`src/rtl/regfile_write_arbiter.sv`:
```
// regfile_write_arbiter
//
// Shares the single register-file write port between the pipeline write-back
// stage and a host/debug write requester. WB writes always own the port and
// are passed straight through. Host writes are buffered in a small FIFO and
// drained into cycles where the WB stage is not writing. When a valid host
// write has been blocked for STARVE_LIMIT consecutive cycles, a registered
// stall request asks the pipeline to inject a WB bubble.
//
// Optional feature: define REGFILE_ARB_SQUASH_EN to squash buffered host
// writes whose address is overwritten by a WB write. A squashed entry keeps
// its FIFO slot and pops without driving the port.
//
// Ports:
//   clk_i          clock, all state updates on rising edge
//   rst_n_i        asynchronous active-low reset
//   wb_en_i        WB-stage write enable
//   wb_addr_i      WB write address
//   wb_data_i      WB write data
//   host_valid_i   host write request
//   host_ready_o   host request accepted this cycle when high with valid
//   host_addr_i    host write address
//   host_data_i    host write data
//   rf_we_o        register-file write enable
//   rf_waddr_o     register-file write address
//   rf_wdata_o     register-file write data
//   stall_o        registered request to freeze upstream and inject a bubble

module regfile_write_arbiter #(
  parameter int PROC_DATA_WIDTH        = 16,
  parameter int PROC_REGFILE_LOG2_DEEP = 5,
  parameter int HOST_FIFO_DEPTH        = 2,
  parameter int STARVE_LIMIT           = 8
) (
  input  logic                              clk_i,
  input  logic                              rst_n_i,
  input  logic                              wb_en_i,
  input  logic [PROC_REGFILE_LOG2_DEEP-1:0] wb_addr_i,
  input  logic [PROC_DATA_WIDTH-1:0]        wb_data_i,
  input  logic                              host_valid_i,
  output logic                              host_ready_o,
  input  logic [PROC_REGFILE_LOG2_DEEP-1:0] host_addr_i,
  input  logic [PROC_DATA_WIDTH-1:0]        host_data_i,
  output logic                              rf_we_o,
  output logic [PROC_REGFILE_LOG2_DEEP-1:0] rf_waddr_o,
  output logic [PROC_DATA_WIDTH-1:0]        rf_wdata_o,
  output logic                              stall_o
);

  localparam int PTR_W = $clog2(HOST_FIFO_DEPTH);
  localparam int CNT_W = $clog2(HOST_FIFO_DEPTH + 1);
  localparam int STV_W = $clog2(STARVE_LIMIT + 1);

  localparam logic [CNT_W-1:0] FULL_COUNT = CNT_W'(HOST_FIFO_DEPTH);
  localparam logic [STV_W-1:0] STARVE_MAX = STV_W'(STARVE_LIMIT);

  logic                              ent_valid [HOST_FIFO_DEPTH];
  logic [PROC_REGFILE_LOG2_DEEP-1:0] ent_addr  [HOST_FIFO_DEPTH];
  logic [PROC_DATA_WIDTH-1:0]        ent_data  [HOST_FIFO_DEPTH];

  logic [PTR_W-1:0] head;
  logic [PTR_W-1:0] tail;
  logic [CNT_W-1:0] count;
  logic [STV_W-1:0] starve_cnt;

  logic not_empty;
  logic head_valid;
  logic pop;
  logic push;
  logic blocked;

  // The head pops whenever it can use the port (no WB write) or when it was
  // squashed, in which case it just frees its slot without writing.
  always_comb begin
    not_empty    = (count != '0);
    head_valid   = not_empty && ent_valid[head];
    pop          = not_empty && (!ent_valid[head] || !wb_en_i);
    blocked      = head_valid && wb_en_i;
    host_ready_o = (count != FULL_COUNT);
    push         = host_valid_i && host_ready_o;
  end

  // Port mux: WB has absolute priority; the port is forced idle in reset so
  // no partial write can escape while the FIFO is being cleared.
  always_comb begin
    rf_we_o    = 1'b0;
    rf_waddr_o = '0;
    rf_wdata_o = '0;
    if (rst_n_i) begin
      if (wb_en_i) begin
        rf_we_o    = 1'b1;
        rf_waddr_o = wb_addr_i;
        rf_wdata_o = wb_data_i;
      end else if (head_valid) begin
        rf_we_o    = 1'b1;
        rf_waddr_o = ent_addr[head];
        rf_wdata_o = ent_data[head];
      end
    end
  end

  // FIFO storage. Slots are marked invalid as they pop so only occupied
  // slots can ever hold valid=1. The push is applied after the squash so an
  // entry arriving in the same cycle as a matching WB write survives.
  always_ff @(posedge clk_i or negedge rst_n_i) begin
    if (!rst_n_i) begin
      for (int i = 0; i < HOST_FIFO_DEPTH; i++) begin
        ent_valid[i] <= 1'b0;
        ent_addr[i]  <= '0;
        ent_data[i]  <= '0;
      end
    end else begin
`ifdef REGFILE_ARB_SQUASH_EN
      for (int i = 0; i < HOST_FIFO_DEPTH; i++) begin
        if (wb_en_i && ent_valid[i] && (ent_addr[i] == wb_addr_i)) begin
          ent_valid[i] <= 1'b0;
        end
      end
`endif
      if (pop) begin
        ent_valid[head] <= 1'b0;
      end
      if (push) begin
        ent_valid[tail] <= 1'b1;
        ent_addr[tail]  <= host_addr_i;
        ent_data[tail]  <= host_data_i;
      end
    end
  end

  // Pointers wrap naturally because the depth is a power of two.
  always_ff @(posedge clk_i or negedge rst_n_i) begin
    if (!rst_n_i) begin
      head  <= '0;
      tail  <= '0;
      count <= '0;
    end else begin
      if (pop) begin
        head <= head + PTR_W'(1);
      end
      if (push) begin
        tail <= tail + PTR_W'(1);
      end
      if (push && !pop) begin
        count <= count + CNT_W'(1);
      end else if (pop && !push) begin
        count <= count - CNT_W'(1);
      end
    end
  end

  // Starvation tracking: counts consecutive cycles the valid head is locked
  // out by WB writes. The stall request is registered and drops on the same
  // edge that commits the head's pop.
  always_ff @(posedge clk_i or negedge rst_n_i) begin
    if (!rst_n_i) begin
      starve_cnt <= '0;
      stall_o    <= 1'b0;
    end else begin
      if (pop || !not_empty) begin
        starve_cnt <= '0;
      end else if (blocked && (starve_cnt != STARVE_MAX)) begin
        starve_cnt <= starve_cnt + STV_W'(1);
      end
      stall_o <= (starve_cnt == STARVE_MAX) && head_valid && !pop;
    end
  end

endmodule
```
`config.mk`:
```
export PLATFORM = sky130hd
export DESIGN_NAME = regfile_write_arbiter
export DESIGN_NICKNAME = d
export VERILOG_FILES = /design/src/rtl/regfile_write_arbiter.sv
export SDC_FILE = /design/constraint.sdc
export NUM_CORES = 1
export LEC_CHECK = 0
export ABC_AREA = 1
export BUFFER_PORTS_ARGS = -buffer_cell sky130_fd_sc_hd__buf_2
export CORE_MARGIN = 3
export CORE_UTILIZATION = 40
export DETAILED_ROUTE_END_ITERATION = 10
export MAX_ROUTING_LAYER = met4
export SLEW_MARGIN = 10
export SYNTH_ARGS = -nofsm -noshare
export SYNTH_HDL_FRONTEND = slang
export SYNTH_SLANG_ARGS = --single-unit
```
`constraint.sdc`:
```
create_clock -name clk_i -period 2.05 [get_ports clk_i]
set_input_delay 0.3075 -clock clk_i [delete_from_list [all_inputs] [get_ports clk_i]]
set_output_delay 0.3075 -clock clk_i [all_outputs]
set_load 0.05 [all_outputs]
```
==> results of run 1 <==
-- worst paths after layout --
path / startpoint / endpoint / slack, ps
worst min-delay path: rst_n_i / ent_addr[7]$_DFFE_PN0P_ / 180
max in group asynchronous: rst_n_i / count[0]$_DFFE_PN0P_ / 1390
worst max register to register: head$_DFFE_PN0P_ / count[1]$_DFFE_PN0P_ / 450
worst min register to register: ent_data[9]$_DFFE_PN0P_ / ent_data[9]$_DFFE_PN0P_ / 490
worst max-delay path: head$_DFFE_PN0P_ / rf_wdata_o[6] / 40
min in group clk_i: host_data_i[2] / ent_data[2]$_DFFE_PN0P_ / 250
-- state kept, by name (all words and copies together), names as in the netlist --
register    count
ent_addr       10
head            1
starve_cnt      4
ent_data       32
stall_o         1
ent_valid       2
count           2
tail            1
-- cells in the final DEF (no fill, tap or decap) --
master     netlist  layout
nor2_2           0      12
nor2_1          24      11
o21ai_0         21      21
buf_6            6      22
o21ai_2         18      18
inv_6            0       1
nor2_4           0       1
clkinv_4         0       1
xor2_1           2       2
nand3b_1         1       1
xnor2_1          2       2
inv_2            2       1
clkbuf_16        0       1
a21boi_4         1       1
buf_12           0       1
bufinv_16        0       2
ha_1             3       3
o31ai_1          2       2
inv_1           29      29
nand2_2          1       2
clkbuf_8         4       5
nand2_1        101      99
nand3_1         26      26
dfrtp_2          0       2
nand2_4          2       3
nand4_1          2       2
or2_2            1       1
o21ai_1         24      24
buf_4            0      13
dfrtp_1         53      51
a21oi_1          3       3
buf_2            7      49
-- what timing repair did --
action	4_1_cts	5_1_grt
buffers inserted	1	8
gates cloned	0	1
gates resized for setup	22	42
endpoints found under the setup margin	20	22
-- stage by stage --
stage	util, %	instance area (um2)	setup TNS (ps)	instances
floorplan	-	2766	0	337
global placement	47.59	3108	0	471
detailed placement	47.59	3108	0	471
CTS	50.67	3309	0	480
global route	53.98	3526	-589.9	489
finish	53.98	3526	0	489
-- cell families after synthesis --
family,count (synthesis)
AO/OA/AOI/OAI,69
AND/OR/NAND/NOR,158
XOR/XNOR,4
buffers and inverters,50
adder cells (fa/ha/maj),3
flip-flops,53
-- routing by layer --
layer	up-vias	wire, um
li1	1220	-
met1	1108	3005
met2	41	3157
met3	12	282
met4	0	88
met5	-	0
-- area by class of cell --
cell class / instances / area, um2
repair buffers: 86 / 635.6
flip-flops and latches: 53 / 1329
clock inverters: 3 / 68.82
clock buffers: 5 / 68.82
well taps: 77 / 96.34
fillers: 643 / 3005
multi-input cells: 234 / 1206
inverters: 31 / 121.4
-- power by group through the flow --
stage	clock network (mW)	registers (mW)	logic (mW)
floorplan	0	1.74	1.88
global placement	0	1.79	2.19
detailed placement	0	1.81	2.23
CTS	0.880	1.80	2.31
global route	0.913	1.87	2.90
finish	0.851	1.80	2.60
==> metrics, run 1 <==
WP depth=9; Syn Area/Cell=8.209 um2; Clk pwr share=16.2%; Largest delay share family, worst path=buffers and inverters; LEAKAGE=1.800 nW; fin crit period=2012 ps; DIE WIDTH=89.16 um; Slew headroom=55.65%; RSZ-0062 raised after global routing=yes; CP max stage cell=dfrtp_1; global-route wire length before repair=10150 um; Gate power share=49.5%; Vias=2381; VDD IR max=0.5379 mV; vias in the first global route=2225; #FFs+latches synth=53; fmax=497.0 MHz; Fin. Hold Viols=0; met3 Use GR=4.332%; Max clock buf depth=2; Pwr Total=5.255 mW; Post-synth top flop=dfrtp_1; Setup crit end kind=output port; Post-synth EDFFs=0; max incr delay on CP=440 ps; CTS tree=yes; CTS clk-pin slew, worst paths=100 ps; synth top area cells=dfrtp_1, nand2_1, o21ai_2; initial antenna violation count=0; post-route ant nets=0; area fraction in compound gates after synthesis=15.60%; pwr/cell area=1490 nW/um2; grt met1 use=20.81%; met2 usage=28.60%; port bufs=69; critical-path maximum fanout=10; die area=7950 um2; Layout Skew=4.177 ps; Starting Density=42.36%; post-synth top area share=47.94%; Clock Root Buffer=clkbuf_8; post-synthesis mux area share=0%; clock sink count=53; P_int=3.020 mW; DRC=0; sequential fraction of design power=34.3%; largest net degree at the start of global routing=54; row count=29; wire per inst=13.36 um; Post-Synth XOR/XNOR Area=1.266%; H-tree depth=2; FFs w/ async S/R, synth=100.0%; Num CTS Buffers=5; Worst-Skew Late Latency=310 ps; layout cells sized above 1=33.01%; crit path DAT=1700 ps; critical path required time=1740 ps; Core ar.=6531 um2; count leader, synth=nand2_1; worst min path class=in -> async; CP Launch Type=register; adder-cell share of the synthesized area=1.357%; P_sw=2.235 mW; P&R area growth vs syn=27.45%; I/O pins=70; First-pass DRT Iterations=4; gr ovfl total=0; Slew @ Worst Pin=665.2 ps; Yosys top cell by area=dfrtp_1; cell area after synthesis=2766 um2; maxcap violations=0; hold slack=175.9 ps; ANT cells=0; final WL=6535 um; Net Count, Synth=386; # hold bufs at CTS=0; busiest grt layer=met2; Die Ht=89.16 um; Final Net Count=460; register area share after synthesis=47.94%; vias per std cell=4.869; final period utilization=98.14%; endpoints failing setup=0; Initial DRC Count=94; Post-synth top cells=nand2_1, dfrtp_1, inv_1; WS Path Type=reg -> out; crit-path cells=buf_6 -> nand2_1 -> nand2_2 -> nand2_1 -> nand2_2 -> nand2_4 -> clkbuf_16 -> nor2_1 -> buf_6; status=finished clean; Synth Instances=337; Synth cell types=24; Placer Congestion=0.7286; Ys Warns=0; hpwl dp=4152 um; sw frac=42.53%; final setup margin=38.12 ps; gr usage total=17.13%; largest family of logic cells by synthesized area=simple AND/OR/NAND/NOR gates; WP buf/inv=3; max-slew violations=0; Placement Setup Slack=262.1 ps; cells on worst reg2reg path=8; simple-gate portion of the synthesized area=23.65%
Power figures use the tool's default switching activity.
==> inputs of run 2 (changes only) <==
--- a/config.mk
+++ b/config.mk
@@ -11,6 +11,7 @@
 export CORE_UTILIZATION = 40
 export DETAILED_ROUTE_END_ITERATION = 10
 export MAX_ROUTING_LAYER = met4
+export SETUP_SLACK_MARGIN = 0.15
 export SLEW_MARGIN = 10
 export SYNTH_ARGS = -nofsm -noshare
 export SYNTH_HDL_FRONTEND = slang
==> metrics, run 2 (synthesis gave the netlist of run 1 again) <==
status=finished clean; hpwl dp=4152 um; worst min path class=in -> async; WS Path Type=reg -> out; row count=29; cells on worst reg2reg path=6; placed inst area=3108 um2; critical path required time=1740 ps; final period utilization=97.02%; Die Ht=89.16 um; max incr delay on CP=430 ps; CTS clk-pin slew, worst paths=100 ps; design area=3690 um2; endpoints failing setup=0; vias per std cell=4.855; LEAKAGE=1.828 nW; Placer Congestion=0.7286; Setup crit end kind=output port; Placed Cells=471; Vias=2369; Reg2Reg Launch Point=count[0]$_DFFE_PN0P_; I/O pins=70; CP Launch Type=register; Final Net Count=459; pwr/cell area=1474 nW/um2; Num CTS Buffers=5; FF-to-FF End=ent_data[23]$_DFFE_PN0P_; Fin. Hold Viols=0; Core ar.=6531 um2; final core utilization=56.49%; hold slack=173.9 ps; sequential fraction of design power=32.9%; fmax=502.8 MHz; CTS tree=yes; global-route wire length before repair=10610 um; dominant cell type by count on the critical path=nand2_2; FF-to-FF setup slack=460 ps; WP buf/inv=3; final WL=6786 um; wire per inst=13.91 um; CP max stage cell=dfrtp_1; Layout Cells excl Fill=488; crit-path cells=buf_6 -> nand2_2 -> nand2_2 -> nand2_2 -> nand2_2 -> nand2_4 -> clkbuf_16 -> nor2_4 -> buf_8; Slew @ Worst Pin=670.6 ps; Gate power share=51.4%; maxcap violations=0; gr ovfl total=0; Slew headroom=55.29%; DIE WIDTH=89.16 um; critical-path maximum fanout=6; Clk pwr share=15.7%; H-tree depth=2; port bufs=69; Largest delay share family, worst path=buffers and inverters; fin crit period=1989 ps; P_int=3.102 mW; clock sink count=53; Layout Skew=4.650 ps; Initial DRC Count=77; Fill cells=619; Starting Density=42.36%; Worst-Skew Late Latency=310 ps; ANT cells=0; gr usage total=17.81%; max FFs per register=32; crit path DAT=1680 ps; max-slew violations=0; Clock Root Buffer=clkbuf_8; commonest cells after routing, fill and taps aside=nand2_1, dfrtp_1, buf_2; largest net degree at the start of global routing=54; P&R area growth vs syn=33.38%; post-route ant nets=0; VDD IR max=0.5355 mV; Most flops, register=ent_data; P_sw=2.337 mW; Regs by FF count=ent_data: 32 flops, ent_addr: 10 flops, starve_cnt: 4 flops; Max clock buf depth=2; setup TNS=0 ps; most common cell after layout, fill and taps aside=nand2_1; sw frac=42.96%; vias in the first global route=2335; die area=7950 um2; layout cells sized above 1=35.28%; DRC=0; RSZ-0062 raised after global routing=yes; First-pass DRT Iterations=4; initial antenna violation count=0
-- run 2: cell types whose count changed in the layout (fill, tap and decap cells not counted), moves of 2 or more --
cell,change
nor2_4,+13
buf_8,+7
nor2_1,-7
nor2_2,-6
buf_4,-4
buf_6,-4
nand2_1,-3
nand2_2,+3
buf_2,-2
-- run 2: what timing repair did --
item | in CTS | in global routing
pin swaps | 0 | 6
setup buffers | 5 | 1
gates resized for setup | 41 | 62
endpoints found under the setup margin | 22 | 22
hold buffers | 0 | 0
gates cloned | 0 | 3
-- run 2: metrics by stage --
step	worst slack, ps	power, mW
floorplan	99.15	3.625
global placement	303.1	3.975
detailed placement	262.1	4.033
CTS	67.32	5.114
global route	-18.70	5.863
finish	61.00	5.439
-- run 2: worst max path at each step --
stage	slack, ps	cells after the start	endpoint	from
6_report	60	9	rf_waddr_o[1]	head$_DFFE_PN0P_
3_3_place_gp	300	9	rf_wdata_o[15]	head$_DFFE_PN0P_
2_1_floorplan	100	9	rf_waddr_o[0]	head$_DFFE_PN0P_
5_1_grt	-20	9	rf_waddr_o[1]	head$_DFFE_PN0P_
3_5_place_dp	260	9	rf_wdata_o[6]	head$_DFFE_PN0P_
4_1_cts	70	9	rf_waddr_o[2]	head$_DFFE_PN0P_
-- run 2: per-layer routing --
metal	wire [um]	vias up	global-route usage, %	share of wire (%)
met5	0	-	-	0
met4	104	0	4.195	1.5
met3	236	10	4.240	3.5
met2	3393	39	29.94	50
met1	3051	1103	21.69	45
li1	-	1217	-	-
-- run 2: power by group through the flow --
| stage | logic [mW] | clock network [mW] | registers [mW] |
|---|---|---|---|
| after floorplan | 1.88 | 0 | 1.74 |
| after global placement | 2.19 | 0 | 1.79 |
| after CTS | 2.46 | 0.880 | 1.78 |
| final | 2.79 | 0.856 | 1.79 |
| after global routing | 3.09 | 0.912 | 1.86 |
| after detailed placement | 2.23 | 0 | 1.81 |
-- run 2: area by class of cell --
class	instances	area (um2)	share of cell area [%]
flip-flops and latches	53	1328	35.98
multi-input cells	234	1296	35.13
repair buffers	85	700.7	18.99
inverters	31	131.4	3.561
well taps	77	96.34	2.611
clock buffers	5	68.82	1.865
clock inverters	3	68.82	1.865
==> inputs of run 3 (changes only) <==
--- a/config.mk
+++ b/config.mk
@@ -7,10 +7,13 @@
 export LEC_CHECK = 0
 export ABC_AREA = 1
 export BUFFER_PORTS_ARGS = -buffer_cell sky130_fd_sc_hd__buf_2
+export CELL_PAD_IN_SITES_DETAIL_PLACEMENT = 1
+export CELL_PAD_IN_SITES_GLOBAL_PLACEMENT = 2
 export CORE_MARGIN = 3
-export CORE_UTILIZATION = 40
+export CORE_UTILIZATION = 30
 export DETAILED_ROUTE_END_ITERATION = 10
 export MAX_ROUTING_LAYER = met4
+export PLACE_DENSITY_LB_ADDON = 0.1
 export SETUP_SLACK_MARGIN = 0.15
 export SLEW_MARGIN = 10
 export SYNTH_ARGS = -nofsm -noshare
==> metrics, run 3 (synthesis gave the netlist of run 1 again) <==
ANT cells=0; most common cell after layout, fill and taps aside=nand2_1; port bufs=69; H-tree depth=2; Initial DRC Count=104; RSZ-0062 raised after global routing=yes; critical-path maximum fanout=4; Setup crit end kind=output port; WP buf/inv=3; initial antenna violation count=0; I/O pins=70; Reg2Reg Launch Point=count[1]$_DFFE_PN0P_; CTS clk-pin slew, worst paths=90 ps; Placer Congestion=0.7881; P&R area growth vs syn=41.07%; vias per std cell=4.717; wire per inst=14.40 um; Largest delay share family, worst path=simple AND/OR/NAND/NOR gates; status=finished clean; clock sink count=53; Fill cells=1056; commonest cells after routing, fill and taps aside=nand2_1, dfrtp_1, buf_2; design area=3902 um2; Starting Density=31.26%; CP Launch Type=register; Max clock buf depth=2; LEAKAGE=1.885 nW; Die Ht=102.0 um; Vias=2467; max incr delay on CP=430 ps; crit path DAT=1620 ps; met3 wire length=198 um; final WL=7530 um; Fin. Hold Viols=0; Worst-Skew Late Latency=320 ps; CTS tree=yes; max-slew violations=0; First-pass DRT Iterations=4; dominant cell type by count on the critical path=nand2_2; post-route ant nets=0; Num CTS Buffers=5; Slew @ Worst Pin=682.9 ps; layout cells sized above 1=40.24%; Critical Path Start=head$_DFFE_PN0P_; CP max stage cell=dfrtp_1; gr ovfl total=0; wl on met1=3475 um; placed inst area=3162 um2; final period utilization=93.85%; global-route wire length before repair=12700 um; VDD IR max=0.4927 mV; Slew headroom=54.47%; WS Path Type=reg -> out; worst min path class=in -> async; Clock Root Buffer=clkbuf_8; DRC=0; Regs by FF count=ent_data: 32 flops, ent_addr: 10 flops, starve_cnt: 4 flops; setup TNS=0 ps; Most flops, register=ent_data; max FFs per register=32; fin crit period=1924 ps; gr usage total=16.15%; crit-path cells=inv_2 -> nand2_2 -> nand2_2 -> nand2_2 -> nand2_2 -> nand2_4 -> clkbuf_16 -> nor2_4 -> buf_8; largest net degree at the start of global routing=54; Final Net Count=463; fmax=519.8 MHz; DIE WIDTH=102.0 um; met2 WL post-DR=3762 um; critical path required time=1740 ps; pwr/cell area=1452 nW/um2; Layout Skew=8.713 ps; Max Used Layer=met4; maxcap violations=0; hpwl dp=4985 um; endpoints failing setup=0; vias in the first global route=2561; die area=10410 um2; Core ar.=8848 um2; row count=34
## run 3: cell count changes in the layout (fill, tap and decap cells not counted), sizes merged
| cell | before | now |
|---|---|---|
| clkinvlp | 0 | 1 |
| bufinv | 2 | 1 |
| clkinv | 1 | 0 |
| buf | 83 | 88 |
## run 3: stage by stage
stage          instances  total power, mW  util [%]  hold slack, ps  setup slack (ps)
6_report             523            5.667     44.10           202.8             126.0
5_1_grt              523            6.147     44.10           246.6             11.59
4_1_cts              521            5.537     42.10           218.2             109.8
3_5_place_dp         504            4.124     35.73           469.1             295.0
3_3_place_gp         504            4.076     35.73           466.7             329.1
2_1_floorplan        337            3.625         -           11.91             99.15
## run 3: timing repair
action	CTS	global route
cloned	2	1
pin swaps	12	13
gates resized for setup	119	42
buffers inserted	7	1
endpoints found under the setup margin	22	22
hold buffers	0	0
## run 3: report_power, final
| group | total (mW) | switching [mW] | internal (mW) |
|---|---|---|---|
| combinational | 3.11 | 1.83 | 1.28 |
| clock | 0.762 | 0.365 | 0.398 |
| sequential | 1.79 | 0.273 | 1.52 |
## run 3: routing by layer
layer | GRT usage, % | vias to the layer above
met5 | - | -
met4 | 5.146 | 0
met3 | 2.526 | 9
met2 | 26.64 | 38
met1 | 20.34 | 1187
li1 | - | 1233
## run 3: layout make-up
type	count	area, um2	share of cell area (%)
Inverter	31	118.9	3.046
Clock inverter	2	37.54	0.9618
Multi-Input combinational cell	234	1400	35.88
Clock buffer	6	82.58	2.116
Tap cell	108	135.1	3.463
Timing Repair Buffer	89	799.5	20.49
Sequential cell	53	1329	34.05
## run 3: worst paths after layout
| kind | end | cells past startpoint | slack (ps) |
|---|---|---|---|
| min in group clk_i | ent_data[22]$_DFFE_PN0P_ | 3 | 250 |
| min reg2reg | ent_data[15]$_DFFE_PN0P_ | 2 | 490 |
| max | rf_wdata_o[4] | 9 | 130 |
| max in group asynchronous | count[0]$_DFFE_PN0P_ | 2 | 1370 |
| max reg2reg | ent_addr[6]$_DFFE_PN0P_ | 6 | 340 |
| min | ent_addr[0]$_DFFE_PN0P_ | 2 | 200 |
